### config.mk
export PLATFORM = sky130hd
export DESIGN_NAME = twiddle_fetch_seq
export DESIGN_NICKNAME = d
export VERILOG_FILES = /design/src/rtl/twiddle_fetch_seq.sv
export SDC_FILE = /design/constraint.sdc
export NUM_CORES = 1
export LEC_CHECK = 0
export ABC_CLOCK_PERIOD_IN_PS = 3000
export CAP_MARGIN = 20
export CORE_ASPECT_RATIO = 0.7
export CORE_UTILIZATION = 35
export DETAILED_ROUTE_END_ITERATION = 6
export SYNTH_ARGS = -nofsm -noshare
export SYNTH_HDL_FRONTEND = slang
export SYNTH_SLANG_ARGS = --single-unit
### constraint.sdc
create_clock -name clk -period 3 [get_ports clk]
set_clock_uncertainty 0.15 [all_clocks]
set_input_delay 0.45 -clock clk [delete_from_list [all_inputs] [get_ports clk]]
set_output_delay 0.45 -clock clk [all_outputs]
set_load 0.01 [all_outputs]
### src/rtl/twiddle_fetch_seq.sv
// Streams the twiddle ROM pair (re/im, one-cycle registered read) to the butterfly
// datapath over valid/ready, with a 2-entry output buffer and credit-based address issue.
module twiddle_fetch_seq #(
  parameter int ADDR_W      = 5,
  parameter int DATA_W      = 16,
  parameter int NUM_ENTRIES = 28
) (
  input  logic              clk,
  input  logic              rst,
  input  logic              start,
  output logic [ADDR_W-1:0] rom_addr,
  input  logic [DATA_W-1:0] rom_re_data,
  input  logic [DATA_W-1:0] rom_im_data,
  output logic [DATA_W-1:0] tw_re,
  output logic [DATA_W-1:0] tw_im,
  output logic              tw_valid,
  input  logic              tw_ready,
  output logic              tw_last,
  output logic              busy,
  output logic              done
);

  typedef enum logic [1:0] {IDLE, RUN, DRAIN} state_t;

  localparam logic [ADDR_W-1:0] LAST_ADDR = ADDR_W'(NUM_ENTRIES - 1);

  state_t            state_q, state_d;
  logic [ADDR_W-1:0] addr_cnt_q, addr_cnt_d;
  logic              inflight_q, inflight_d;
  logic              inflight_last_q, inflight_last_d;
  logic [1:0]        occ_q, occ_d;
  logic [DATA_W-1:0] head_re_q, head_re_d, head_im_q, head_im_d;
  logic [DATA_W-1:0] tail_re_q, tail_re_d, tail_im_q, tail_im_d;
  logic              head_last_q, head_last_d, tail_last_q, tail_last_d;
  logic              done_q, done_d;
  logic              pop, issue;

  assign pop = (occ_q != 2'd0) && tw_ready;
  // Credit: buffered + in-flight entries, less the one leaving now, must leave room.
  assign issue = (state_q == RUN) &&
                 ((3'(occ_q) + 3'(inflight_q) - 3'(pop)) < 3'd2);

  always_comb begin
    state_d         = state_q;
    addr_cnt_d      = addr_cnt_q;
    inflight_d      = issue;
    inflight_last_d = issue && (addr_cnt_q == LAST_ADDR);
    occ_d           = occ_q;
    head_re_d       = head_re_q;
    head_im_d       = head_im_q;
    head_last_d     = head_last_q;
    tail_re_d       = tail_re_q;
    tail_im_d       = tail_im_q;
    tail_last_d     = tail_last_q;
    done_d          = 1'b0;

    case (state_q)
      IDLE: begin
        if (start) begin
          state_d    = RUN;
          addr_cnt_d = '0;
        end
      end
      RUN: begin
        if (issue) begin
          if (addr_cnt_q == LAST_ADDR) state_d = DRAIN;
          else                         addr_cnt_d = addr_cnt_q + 1'b1;
        end
      end
      DRAIN: begin
        if (pop && head_last_q) begin
          state_d = IDLE;
          done_d  = 1'b1;
        end
      end
      default: state_d = IDLE;
    endcase

    case ({inflight_q, pop})
      2'b10: begin
        if (occ_q == 2'd0) begin
          head_re_d   = rom_re_data;
          head_im_d   = rom_im_data;
          head_last_d = inflight_last_q;
        end else begin
          tail_re_d   = rom_re_data;
          tail_im_d   = rom_im_data;
          tail_last_d = inflight_last_q;
        end
        occ_d = occ_q + 2'd1;
      end
      2'b01: begin
        head_re_d   = tail_re_q;
        head_im_d   = tail_im_q;
        head_last_d = tail_last_q;
        occ_d       = occ_q - 2'd1;
      end
      2'b11: begin
        if (occ_q == 2'd1) begin
          head_re_d   = rom_re_data;
          head_im_d   = rom_im_data;
          head_last_d = inflight_last_q;
        end else begin
          head_re_d   = tail_re_q;
          head_im_d   = tail_im_q;
          head_last_d = tail_last_q;
          tail_re_d   = rom_re_data;
          tail_im_d   = rom_im_data;
          tail_last_d = inflight_last_q;
        end
      end
      default: ;
    endcase
  end

  always_ff @(posedge clk or posedge rst) begin
    if (rst) begin
      state_q         <= IDLE;
      addr_cnt_q      <= '0;
      inflight_q      <= 1'b0;
      inflight_last_q <= 1'b0;
      occ_q           <= 2'd0;
      head_re_q       <= '0;
      head_im_q       <= '0;
      head_last_q     <= 1'b0;
      tail_re_q       <= '0;
      tail_im_q       <= '0;
      tail_last_q     <= 1'b0;
      done_q          <= 1'b0;
    end else begin
      state_q         <= state_d;
      addr_cnt_q      <= addr_cnt_d;
      inflight_q      <= inflight_d;
      inflight_last_q <= inflight_last_d;
      occ_q           <= occ_d;
      head_re_q       <= head_re_d;
      head_im_q       <= head_im_d;
      head_last_q     <= head_last_d;
      tail_re_q       <= tail_re_d;
      tail_im_q       <= tail_im_d;
      tail_last_q     <= tail_last_d;
      done_q          <= done_d;
    end
  end

  assign rom_addr = addr_cnt_q;
  assign tw_re    = head_re_q;
  assign tw_im    = head_im_q;
  assign tw_valid = (occ_q != 2'd0);
  assign tw_last  = tw_valid && head_last_q;
  assign busy     = (state_q != IDLE);
  assign done     = done_q;

  a_no_overflow: assert property (@(posedge clk) disable iff (rst)
    !(inflight_q && !pop && (occ_q == 2'd2)));

endmodule

==> results by group, run 1 <==
Global route
  – GRT Util Overall: 0.153
  – Largest net degree at the start of global routing: 41
  – Number of global-route vias before repair: 2368
  – First-pass GRT wire length: 12100 um
  – Initial antenna violation count: 0
  – Congestion Overflow GR: 0

Synth
  – Yosys warns: 0
  – #FFs+latches synth: 78
  – EDFF count, synth: 0
  – Post-Syn Area: 3510 um2
  – Synth unique cells: 38
  – Syn_area_per_cell: 13.3 um2
  – FFs w/ async S/R, synth: 1.00
  – Synth Instances: 264
  – Sequential share of the synthesized area: 0.556
  – Syn nets: 306
  – Main synth FF type: dfrtp_1

Worst setup path
  – Crit-path cells: inv_1 -> ha_1 -> nor2b_1 -> inv_1 -> nand2_1 -> a21oi_1 -> fa_1 -> xor2_1 -> a32oi_2 -> nor2_1 -> mux2_1
  – Crit path launch type: flip-flop
  – Arr. time, crit path: 2.75 ns
  – Slowest stage cell, crit path: dfrtp_1
  – FF-to-FF setup slack: 0.32 ns
  – CP Capture Type: flip-flop
  – Critical Path RT: 3.07 ns
  – CP Class: reg -> reg
  – CP max FO: 4
  – Buf+Inv Stages, Crit Path: 2
  – Critical path's top delay family: adder cells
  – CP most frequent cell: inv_1
  – Crit path largest cell delay: 0.42 ns

Floorplan
  – Core area: 9720 um2
  – Die area: 10400 um2
  – Initial Util: 0.361
  – Number of core rows: 30
  – Die X: 122 um
  – Die Y: 85.8 um
  – IO Count: 77

Clock tree
  – Total CTS buffers: 9
  – CTS H-tree lvls: 3
  – Clock latency on the worst-skew pair: 0.33 ns
  – CTS Hold Buffers Added: 0
  – Clk root buf: clkbuf_16
  – Post-CTS Setup Repair Bufs: 0
  – Clock tree buffer depth: 2
  – Post-CTS Resized: 0
  – CTS tree: built
  – Reg clk slew, reported paths: 0.06 ns
  – CTS Sinks: 78

Routing
  – Wirelength, routed: 7470 um
  – DR iter-0 viols: 118
  – Vias per cell: 5.03
  – DRT Pass-1 Iters: 4
  – Avg WL per Cell: 15.5 um
  – DRC Markers: 0
  – Antenna violation net count after detailed routing: 0
  – Via count: 2423

STA
  – Post-layout min period: 2.68 ns
  – Final hold vios: 0
  – Final worst slack: 0.322 ns
  – Setup TNS: 0 ns
  – Finish-stage setup viols: 0
  – Worst slew margin: 0.521
  – Worst slew pin tran: 0.717 ns
  – RSZ-0062 raised after global routing: no
  – Max Slew Vio Count: 0
  – Top achievable clock speed: 0.373 GHz
  – Tcrit/Tclk final: 0.893

Placed design
  – Post-DP HPWL: 4830 um
  – Pre-CTS setup slack: 0.0957 ns
  – GP Congestion: 0.748
  – PortBufs: 76

Pwr
  – PD cells: 1180 nW/um2
  – Lkg Pwr: 2.00 nW
  – Worst IR drop on VDD: 467 uV

Layout
  – Most frequent cells in the layout: 78 x dfrtp_1, 76 x clkdlybuf4s50_1, 36 x nor2b_1
  – N_diodes: 0
  – Synth-to-layout area growth: 35.4%
  – # nets final: 391
  – Share of cells above drive strength 1: 0.178
  – Most common cell after layout, fill and taps aside: dfrtp_1

Run
  – Max-cap violations: 0

Hold path
  – Class of the worst hold path: reg -> reg

Outcome
  – Status: complete, no violations
-- per-stage QoR --
stage	power [mW]	utilization	area [um2]	hold slack, ns	cells
2_1_floorplan	3.53	-	3510	0.300	264
3_3_place_gp	4.41	0.456	4430	0.309	466
3_5_place_dp	4.46	0.456	4430	0.320	466
4_1_cts	5.67	0.489	4750	0.333	482
5_1_grt	5.98	0.489	4750	0.348	482
6_report	5.60	0.489	4750	0.328	482
-- cells by family after synthesis --
kind of cell / count (synthesis) / synth area share
adder cells (fa/ha/maj): 6 / 0.0235
flip-flops: 78 / 0.556
XOR/XNOR: 3 / 0.00749
AO/OA/AOI/OAI: 47 / 0.129
AND/OR/NAND/NOR: 71 / 0.113
buffers and inverters: 23 / 0.0428
multiplexers: 36 / 0.129
-- cells in the mapped netlist, types with 2 or more instances --
| master | count | area (um2) |
|---|---|---|
| ha_1 | 5 | 62.6 |
| nand3_1 | 4 | 20.0 |
| buf_2 | 3 | 15.0 |
| mux2_1 | 5 | 56.3 |
| inv_1 | 9 | 33.8 |
| mux2_2 | 19 | 214 |
| nand2b_1 | 2 | 12.5 |
| nand2_1 | 11 | 41.3 |
| buf_6 | 8 | 90.1 |
| o21ai_0 | 5 | 25.0 |
| clkbuf_1 | 3 | 11.3 |
| nor2_1 | 7 | 26.3 |
| dfrtp_1 | 78 | 1950 |
| xnor2_1 | 2 | 17.5 |
| nor3_1 | 3 | 15.0 |
| nand3b_1 | 2 | 15.0 |
| mux2_4 | 10 | 150 |
| nor2b_1 | 36 | 225 |
| a221o_1 | 33 | 330 |
-- worst paths after layout --
check	to	depth (start not counted)	from
worst max register to register	rom_addr[0]$_DFFE_PP0P_	11	occ_q[0]$_DFFE_PP0P_
worst min register to register	tail_re_q[9]$_DFFE_PP0P_	1	tail_re_q[9]$_DFFE_PP0P_
max in group asynchronous	tail_im_q[6]$_DFFE_PP0P_	3	rst
worst max-delay path	rom_addr[0]$_DFFE_PP0P_	11	occ_q[0]$_DFFE_PP0P_
worst min-delay path	tail_re_q[9]$_DFFE_PP0P_	1	tail_re_q[9]$_DFFE_PP0P_
min in group asynchronous	tw_re[10]$_DFFE_PP0P_	2	rst
-- routing by layer --
metal | global-route usage | part of all wire | wire (um) | vias to the layer above
met4 | 0.0572 | 0.016 | 120 | 0
met3 | 0.0532 | 0.065 | 486 | 13
met1 | 0.213 | 0.49 | 3690 | 1201
li1 | - | - | - | 1135
met2 | 0.218 | 0.43 | 3180 | 74
met5 | 0 | 0 | 0 | -
-- power by group --
| part | internal [mW] | switching, mW | leakage [nW] |
|---|---|---|---|
| combinational | 1.47 | 1.08 | 0.889 |
| clock | 0.749 | 0.424 | 0.163 |
| sequential | 1.57 | 0.296 | 0.944 |
-- flip-flops by register name, summed over array words and instances (netlist names) --
name	cells
done	1
head_last_q	1
inflight_last_q	1
inflight_q	1
occ_q	2
rom_addr	5
state_q	2
tail_im_q	16
tail_last_q	1
tail_re_q	16
tw_im	16
tw_re	16
-- layout make-up --
cell class              count  area, um2
repair buffers             88        876
fillers                   855       4970
clock buffers              10        239
well taps                 128        160
multi-input cells         163       1410
flip-flops and latches     78       1950
inverters                   9       35.0
clock inverters             6       83.8
(Power assumes the default switching activity.)
==> run 2: changes to the inputs <==
- SETUP_SLACK_MARGIN: not set -> 0.4
==> results by group, run 2 (synthesis results as in run 1) <==
Outcome
  – Status: complete, no violations (unchanged)

STA
  – Finish-stage setup viols: 0 (unchanged)
  – Final worst slack: 0.446 ns (was 0.322 ns)
  – Worst slew margin: 0.361 (was 0.521)
  – Max Slew Vio Count: 0 (unchanged)
  – Setup TNS: 0 ns (unchanged)
  – Hold slack: 0.319 ns (was 0.328 ns)
  – Post-layout min period: 2.55 ns (was 2.68 ns)
  – Top achievable clock speed: 0.392 GHz (was 0.373 GHz)
  – RSZ-0062 raised after global routing: no (unchanged)
  – Tcrit/Tclk final: 0.851 (was 0.893)
  – Worst slew pin tran: 0.955 ns (was 0.717 ns)
  – Final hold vios: 0 (unchanged)

Worst setup path
  – CP Capture Type: flip-flop (unchanged)
  – Critical Path RT: 3.06 ns (was 3.07 ns)
  – R2R depth: 11 (unchanged)
  – Worst reg2reg startpoint: occ_q[1]$_DFFE_PP0P_ (was occ_q[0]$_DFFE_PP0P_)
  – Arr. time, crit path: 2.62 ns (was 2.75 ns)
  – Worst r2r dst: rom_addr[0]$_DFFE_PP0P_ (unchanged)
  – CP max FO: 6 (was 4)
  – Crit path launch type: flip-flop (unchanged)
  – Critical path endpoint: rom_addr[0]$_DFFE_PP0P_ (unchanged)
  – CP Class: reg -> reg (unchanged)
  – FF-to-FF setup slack: 0.45 ns (was 0.32 ns)
  – Crit path from: occ_q[1]$_DFFE_PP0P_ (was occ_q[0]$_DFFE_PP0P_)

Floorplan
  – Initial Util: 0.361 (unchanged)
  – Die Y: 85.8 um (unchanged)
  – IO Count: 77 (unchanged)
  – Core area: 9720 um2 (unchanged)
  – Die area: 10400 um2 (unchanged)
  – Die X: 122 um (unchanged)
  – Number of core rows: 30 (unchanged)

Clock tree
  – Clk root buf: clkbuf_16 (unchanged)
  – Clock latency on the worst-skew pair: 0.33 ns (about the same)
  – CTS H-tree lvls: 3 (unchanged)
  – Total CTS buffers: 9 (unchanged)
  – Reg clk slew, reported paths: 0.06 ns (about the same)
  – CTS tree: built (unchanged)
  – CTS Sinks: 78 (unchanged)
  – Clock tree buffer depth: 2 (unchanged)

Global route
  – First-pass GRT wire length: 12200 um (was 12100 um)
  – Congestion Overflow GR: 0 (unchanged)
  – Initial antenna violation count: 0 (unchanged)
  – GRT Util Overall: 0.154 (was 0.153)
  – Largest net degree at the start of global routing: 34 (was 41)
  – Number of global-route vias before repair: 2397 (was 2368)

Routing
  – Antenna violation net count after detailed routing: 0 (unchanged)
  – DRC Markers: 0 (unchanged)
  – Via count: 2412 (was 2423)
  – DR iter-0 viols: 102 (was 118)
  – Wirelength, routed: 7540 um (was 7470 um)
  – Avg WL per Cell: 15.6 um (was 15.5 um)
  – Vias per cell: 4.99 (was 5.03)
  – DRT Pass-1 Iters: 4 (unchanged)

Placed design
  – Placed Cells: 462 (was 466)
  – Post-DP HPWL: 4950 um (was 4830 um)
  – Pre-CTS setup slack: 0.0483 ns (was 0.0957 ns)
  – PortBufs: 76 (unchanged)
  – Dpl cell area: 4410 um2 (was 4430 um2)
  – GP Congestion: 0.724 (was 0.748)

Pwr
  – Final Power: 5.72 mW (was 5.60 mW)
  – Worst IR drop on VDD: 408 uV (was 467 uV)
  – PD cells: 1190 nW/um2 (was 1180 nW/um2)
  – Lkg Pwr: 2.01 nW (was 2.00 nW)

Layout
  – Most frequent cells in the layout: 78 x dfrtp_1, 75 x clkdlybuf4s50_1, 35 x nor2b_1 (was 78 x dfrtp_1, 76 x clkdlybuf4s50_1, 36 x nor2b_1)
  – Post-Layout Cell Count: 483 (was 482)
  – Synth-to-layout area growth: 37.1% (was 35.4%)
  – Filler instances: 835 (was 855)
  – Share of cells above drive strength 1: 0.214 (was 0.178)
  – # nets final: 392 (was 391)
  – Reg area: 1950 um2 (unchanged)
  – Core Util, Final: 0.495 (was 0.489)
  – N_diodes: 0 (unchanged)
  – Design area: 4810 um2 (was 4750 um2)
  – Area of the multi-input gates: 1480 um2 (was 1410 um2)
  – Most common cell after layout, fill and taps aside: dfrtp_1 (unchanged)

Run
  – Max-cap violations: 0 (unchanged)

Hold path
  – Class of the worst hold path: in -> async (was reg -> reg)
[run 2: cell count changes in the layout (fill, tap and decap cells not counted), sizes merged]
| cell | before | now |
|---|---|---|
| clkdlybuf4s50 | 76 | 75 |
| clkinvlp | 0 | 1 |
| clkbuf | 10 | 11 |
| clkinv | 4 | 2 |
| buf | 12 | 13 |
| dlymetal6s2s | 0 | 1 |
[run 2: where the power goes]
part | internal, mW | leakage (nW) | switching (mW)
Combinational | 1.52 | 0.908 | 1.16
Clock | 0.753 | 0.156 | 0.416
Sequential | 1.57 | 0.944 | 0.304
[run 2: worst max-delay path: stages (launching register included)]
cell	delay, ns
dfrtp_1	0.37
inv_2	0.08
ha_4	0.18
nor2b_4	0.17
inv_1	0.09
nand2_1	0.10
a21oi_2	0.07
fa_2	0.35
xor2_2	0.18
a32oi_4	0.32
nor2_2	0.07
mux2_4	0.32
[run 2: how the worst min path moves through the flow]
stage | slack, ns | depth (start not counted) | to
after global placement | 0.31 | 1 | tail_im_q[8]$_DFFE_PP0P_
after detailed placement | 0.32 | 1 | tail_im_q[8]$_DFFE_PP0P_
after floorplan | 0.30 | 1 | tail_im_q[12]$_DFFE_PP0P_
final | 0.32 | 2 | tw_im[4]$_DFFE_PP0P_
after CTS | 0.33 | 2 | tw_im[4]$_DFFE_PP0P_
after global routing | 0.36 | 2 | tw_im[4]$_DFFE_PP0P_
[run 2: timing repair]
item / CTS / global route
cloned: 0 / 0
pin swaps: 1 / 4
buffers inserted: 2 / 3
hold endpoints to repair: 0 / 0
resized for setup: 4 / 7
hold buffers: 0 / 0
endpoints found under the setup margin: 5 / 5
[run 2: final cells by class]
class	count	area share
Inverter	9	0.00728
Tap cell	128	0.0333
Clock buffer	11	0.0504
Sequential cell	78	0.406
Multi-Input combinational cell	163	0.308
Timing Repair Buffer	89	0.179
Clock inverter	5	0.0169
[run 2: metal layers]
| metal | vias to the layer above | share of wire | GRT usage |
|---|---|---|---|
| met5 | - | 0 | 0 |
| met4 | 0 | 0.0061 | 0.0505 |
| met3 | 6 | 0.053 | 0.0499 |
| met2 | 67 | 0.43 | 0.224 |
| met1 | 1203 | 0.51 | 0.216 |
| li1 | 1136 | - | - |
==> run 3: changes to the inputs <==
- ABC_AREA: not set -> 1
==> results by group, run 3 <==
Worst setup path
  – Critical Path RT: 3.07 ns (was 3.06 ns)
  – CP Class: reg -> reg (unchanged)
  – CP Capture Type: flip-flop (unchanged)
  – Crit path launch type: flip-flop (unchanged)
  – CP max FO: 6 (unchanged)
  – Arr. time, crit path: 2.49 ns (was 2.62 ns)

STA
  – RSZ-0062 raised after global routing: no (unchanged)
  – Worst slew margin: 0.507 (was 0.361)
  – Top achievable clock speed: 0.413 GHz (was 0.392 GHz)
  – Final hold vios: 0 (unchanged)
  – Post-layout min period: 2.42 ns (was 2.55 ns)
  – Max Slew Vio Count: 0 (unchanged)
  – Finish-stage setup viols: 0 (unchanged)
  – Setup TNS: 0 ns (unchanged)
  – Tcrit/Tclk final: 0.808 (was 0.851)
  – Worst slew pin tran: 0.739 ns (was 0.955 ns)

Routing
  – Top Metal Used: met5 (was met4)
  – DRT Pass-1 Iters: 5 (was 4)
  – Via count: 4211 (was 2412)
  – DRC Markers: 0 (unchanged)
  – DR iter-0 viols: 282 (was 102)
  – Vias per cell: 5.00 (was 4.99)
  – Metal2 WL: 5370 um (was 3270 um)
  – Met1 Routed Length: 5700 um (was 3820 um)
  – Met3 wire len: 862 um (was 401 um)
  – Wirelength, routed: 12000 um (was 7540 um)
  – Avg WL per Cell: 14.3 um (was 15.6 um)
  – Antenna violation net count after detailed routing: 0 (unchanged)

Clock tree
  – Reg clk slew, reported paths: 0.07 ns (was 0.06 ns)
  – CTS Hold Buffers Added: 0 (unchanged)
  – CTS Sinks: 78 (unchanged)
  – CTS tree: built (unchanged)
  – Clk root buf: clkbuf_16 (unchanged)
  – Clock latency on the worst-skew pair: 0.34 ns (was 0.33 ns)
  – Total CTS buffers: 9 (unchanged)
  – CTS H-tree lvls: 3 (unchanged)
  – Clock tree buffer depth: 2 (unchanged)

Layout
  – Core Util, Final: 0.473 (was 0.495)
  – Most frequent cells in the layout: 259 x nand2_1, 78 x dfrtp_1, 77 x nand3_1 (was 78 x dfrtp_1, 75 x clkdlybuf4s50_1, 35 x nor2b_1)
  – Most common cell after layout, fill and taps aside: nand2_1 (was dfrtp_1)
  – Synth-to-layout area growth: 29.4% (was 37.1%)
  – Share of cells above drive strength 1: 0.0773 (was 0.214)
  – N_diodes: 0 (unchanged)
  – # nets final: 723 (was 392)

Global route
  – Number of global-route vias before repair: 4059 (was 2397)
  – First-pass GRT wire length: 19900 um (was 12200 um)
  – Initial antenna violation count: 1 (was 0)
  – GRT Util Overall: 0.200 (was 0.154)
  – Congestion Overflow GR: 0 (unchanged)
  – Largest net degree at the start of global routing: 67 (was 34)

Synth
  – Post-synthesis adder-cell area fraction: 0.0190 (was 0.0235)
  – Syn nets: 655 (was 306)
  – Main synth FF type: dfrtp_1 (unchanged)
  – Synth cell count leaders: 260 x nand2_1, 78 x dfrtp_1, 77 x nand3_1, 57 x inv_1, 40 x o21ai_0 (was 78 x dfrtp_1, 36 x nor2b_1, 33 x a221o_1, 19 x mux2_2, 11 x nand2_1)
  – #FFs+latches synth: 78 (unchanged)
  – Share of the synthesized area in the top cell type: 0.449 (was 0.556)
  – Synth Area in Compound Gates: 0.103 (was 0.129)
  – Top cells by area, synth: dfrtp_1 45%, nand2_1 22%, nand3_1 8.9% (was dfrtp_1 56%, a221o_1 9.4%, nor2b_1 6.4%)
  – Post-Syn Area: 4350 um2 (was 3510 um2)
  – EDFF count, synth: 0 (unchanged)
  – FFs w/ async S/R, synth: 1.00 (unchanged)
  – Largest family of logic cells by synthesized area: simple AND/OR/NAND/NOR gates (was multiplexers)
  – Xor/xnor share of the synthesized area: 0.00403 (was 0.00748)
  – Synth Instances: 613 (was 264)
  – Synth unique cells: 22 (was 38)
  – Sequential share of the synthesized area: 0.449 (was 0.556)
  – Post-synthesis mux area share: 0 (was 0.129)
  – Syn_area_per_cell: 7.09 um2 (was 13.3 um2)
  – Yosys warns: 0 (unchanged)
  – Count leader, synth: nand2_1 (was dfrtp_1)
  – Post-Synth Simple-Gate Area: 0.332 (was 0.113)
  – Dominant cell type by area after synthesis: dfrtp_1 (unchanged)

Pwr
  – PD cells: 1090 nW/um2 (was 1190 nW/um2)
  – Lkg Pwr: 2.71 nW (was 2.01 nW)
  – Worst IR drop on VDD: 517 uV (was 408 uV)

Floorplan
  – Die Y: 95.2 um (was 85.8 um)
  – Number of core rows: 33 (was 30)
  – Initial Util: 0.366 (was 0.361)
  – IO Count: 77 (unchanged)
  – Die X: 135 um (was 122 um)
  – Die area: 12900 um2 (was 10400 um2)
  – Core area: 11900 um2 (was 9720 um2)

Placed design
  – GP Congestion: 0.784 (was 0.724)
  – Post-DP HPWL: 7650 um (was 4950 um)
  – PortBufs: 76 (unchanged)

Run
  – Max-cap violations: 0 (unchanged)

Hold path
  – Class of the worst hold path: reg -> reg (was in -> async)

Outcome
  – Status: complete, no violations (unchanged)
-- run 3: path summary, 6_finish.rpt --
check	from	to	slack, ns	cells after the start
worst max-delay path	occ_q[0]$_DFFE_PP0P_	rom_addr[2]$_DFFE_PP0P_	0.58	12
worst min-delay path	tw_re[2]$_DFFE_PP0P_	tw_re[2]$_DFFE_PP0P_	0.33	2
worst max register to register	occ_q[0]$_DFFE_PP0P_	rom_addr[2]$_DFFE_PP0P_	0.58	12
worst min register to register	tw_re[2]$_DFFE_PP0P_	tw_re[2]$_DFFE_PP0P_	0.33	2
max in group asynchronous	rst	tw_im[3]$_DFFE_PP0P_	1.60	3
min in group asynchronous	rst	tw_re[15]$_DFFE_PP0P_	0.38	2
-- run 3: final cells by class --
type,count,area [um2]
Inverter,61,230
Fill cell,1139,6260
Multi-Input combinational cell,441,2020
Tap cell,157,196
Timing Repair Buffer,90,891
Sequential cell,78,1950
Clock inverter,7,113
Clock buffer,9,225
-- run 3: stage by stage --
stage / hold slack (ns) / instance area (um2) / worst slack [ns] / cells / power, mW
after floorplan: 0.320 / 4350 / 0.405 / 613 / 3.78
after global placement: 0.312 / 5260 / 0.283 / 825 / 4.74
after detailed placement: 0.314 / 5260 / 0.171 / 825 / 4.85
after CTS: 0.335 / 5610 / 0.442 / 841 / 6.16
after global routing: 0.352 / 5630 / 0.425 / 843 / 6.67
final: 0.329 / 5630 / 0.577 / 843 / 6.16
-- run 3: layer usage --
| layer | vias to the layer above | GRT usage |
|---|---|---|
| met4 | 2 | 0.0599 |
| met3 | 10 | 0.0532 |
| li1 | 2067 | - |
| met1 | 1988 | 0.268 |
| met5 | - | 0 |
| met2 | 144 | 0.317 |
-- run 3: critical path, cell delays in order, from the launching register on --
cell and delay [ns]:
dfrtp_1 0.42, inv_2 0.08, ha_4 0.19, nor2_4 0.15, nand2_1 0.12, a21oi_2 0.15
fa_1 0.41, inv_1 0.06, nand3_1 0.12, nand2_1 0.13, nand2_2 0.11, o21bai_1 0.14
nand2_1 0.07
-- run 3: where the power goes --
part           internal [mW]  switching (mW)
registers               1.54           0.289
logic                   1.25            1.82
clock network          0.809           0.447
-- run 3: kinds of logic after synthesis --
| family | count (synthesis) |
|---|---|
| XOR/XNOR | 2 |
| flip-flops | 78 |
| adder cells (fa/ha/maj) | 6 |
| AO/OA/AOI/OAI | 79 |
| buffers and inverters | 94 |
| AND/OR/NAND/NOR | 354 |
-- run 3: timing repair --
action	CTS	global route
resized for setup	2	4
buffers inserted	0	2
pin swaps	0	0
setup endpoints to repair	7	7
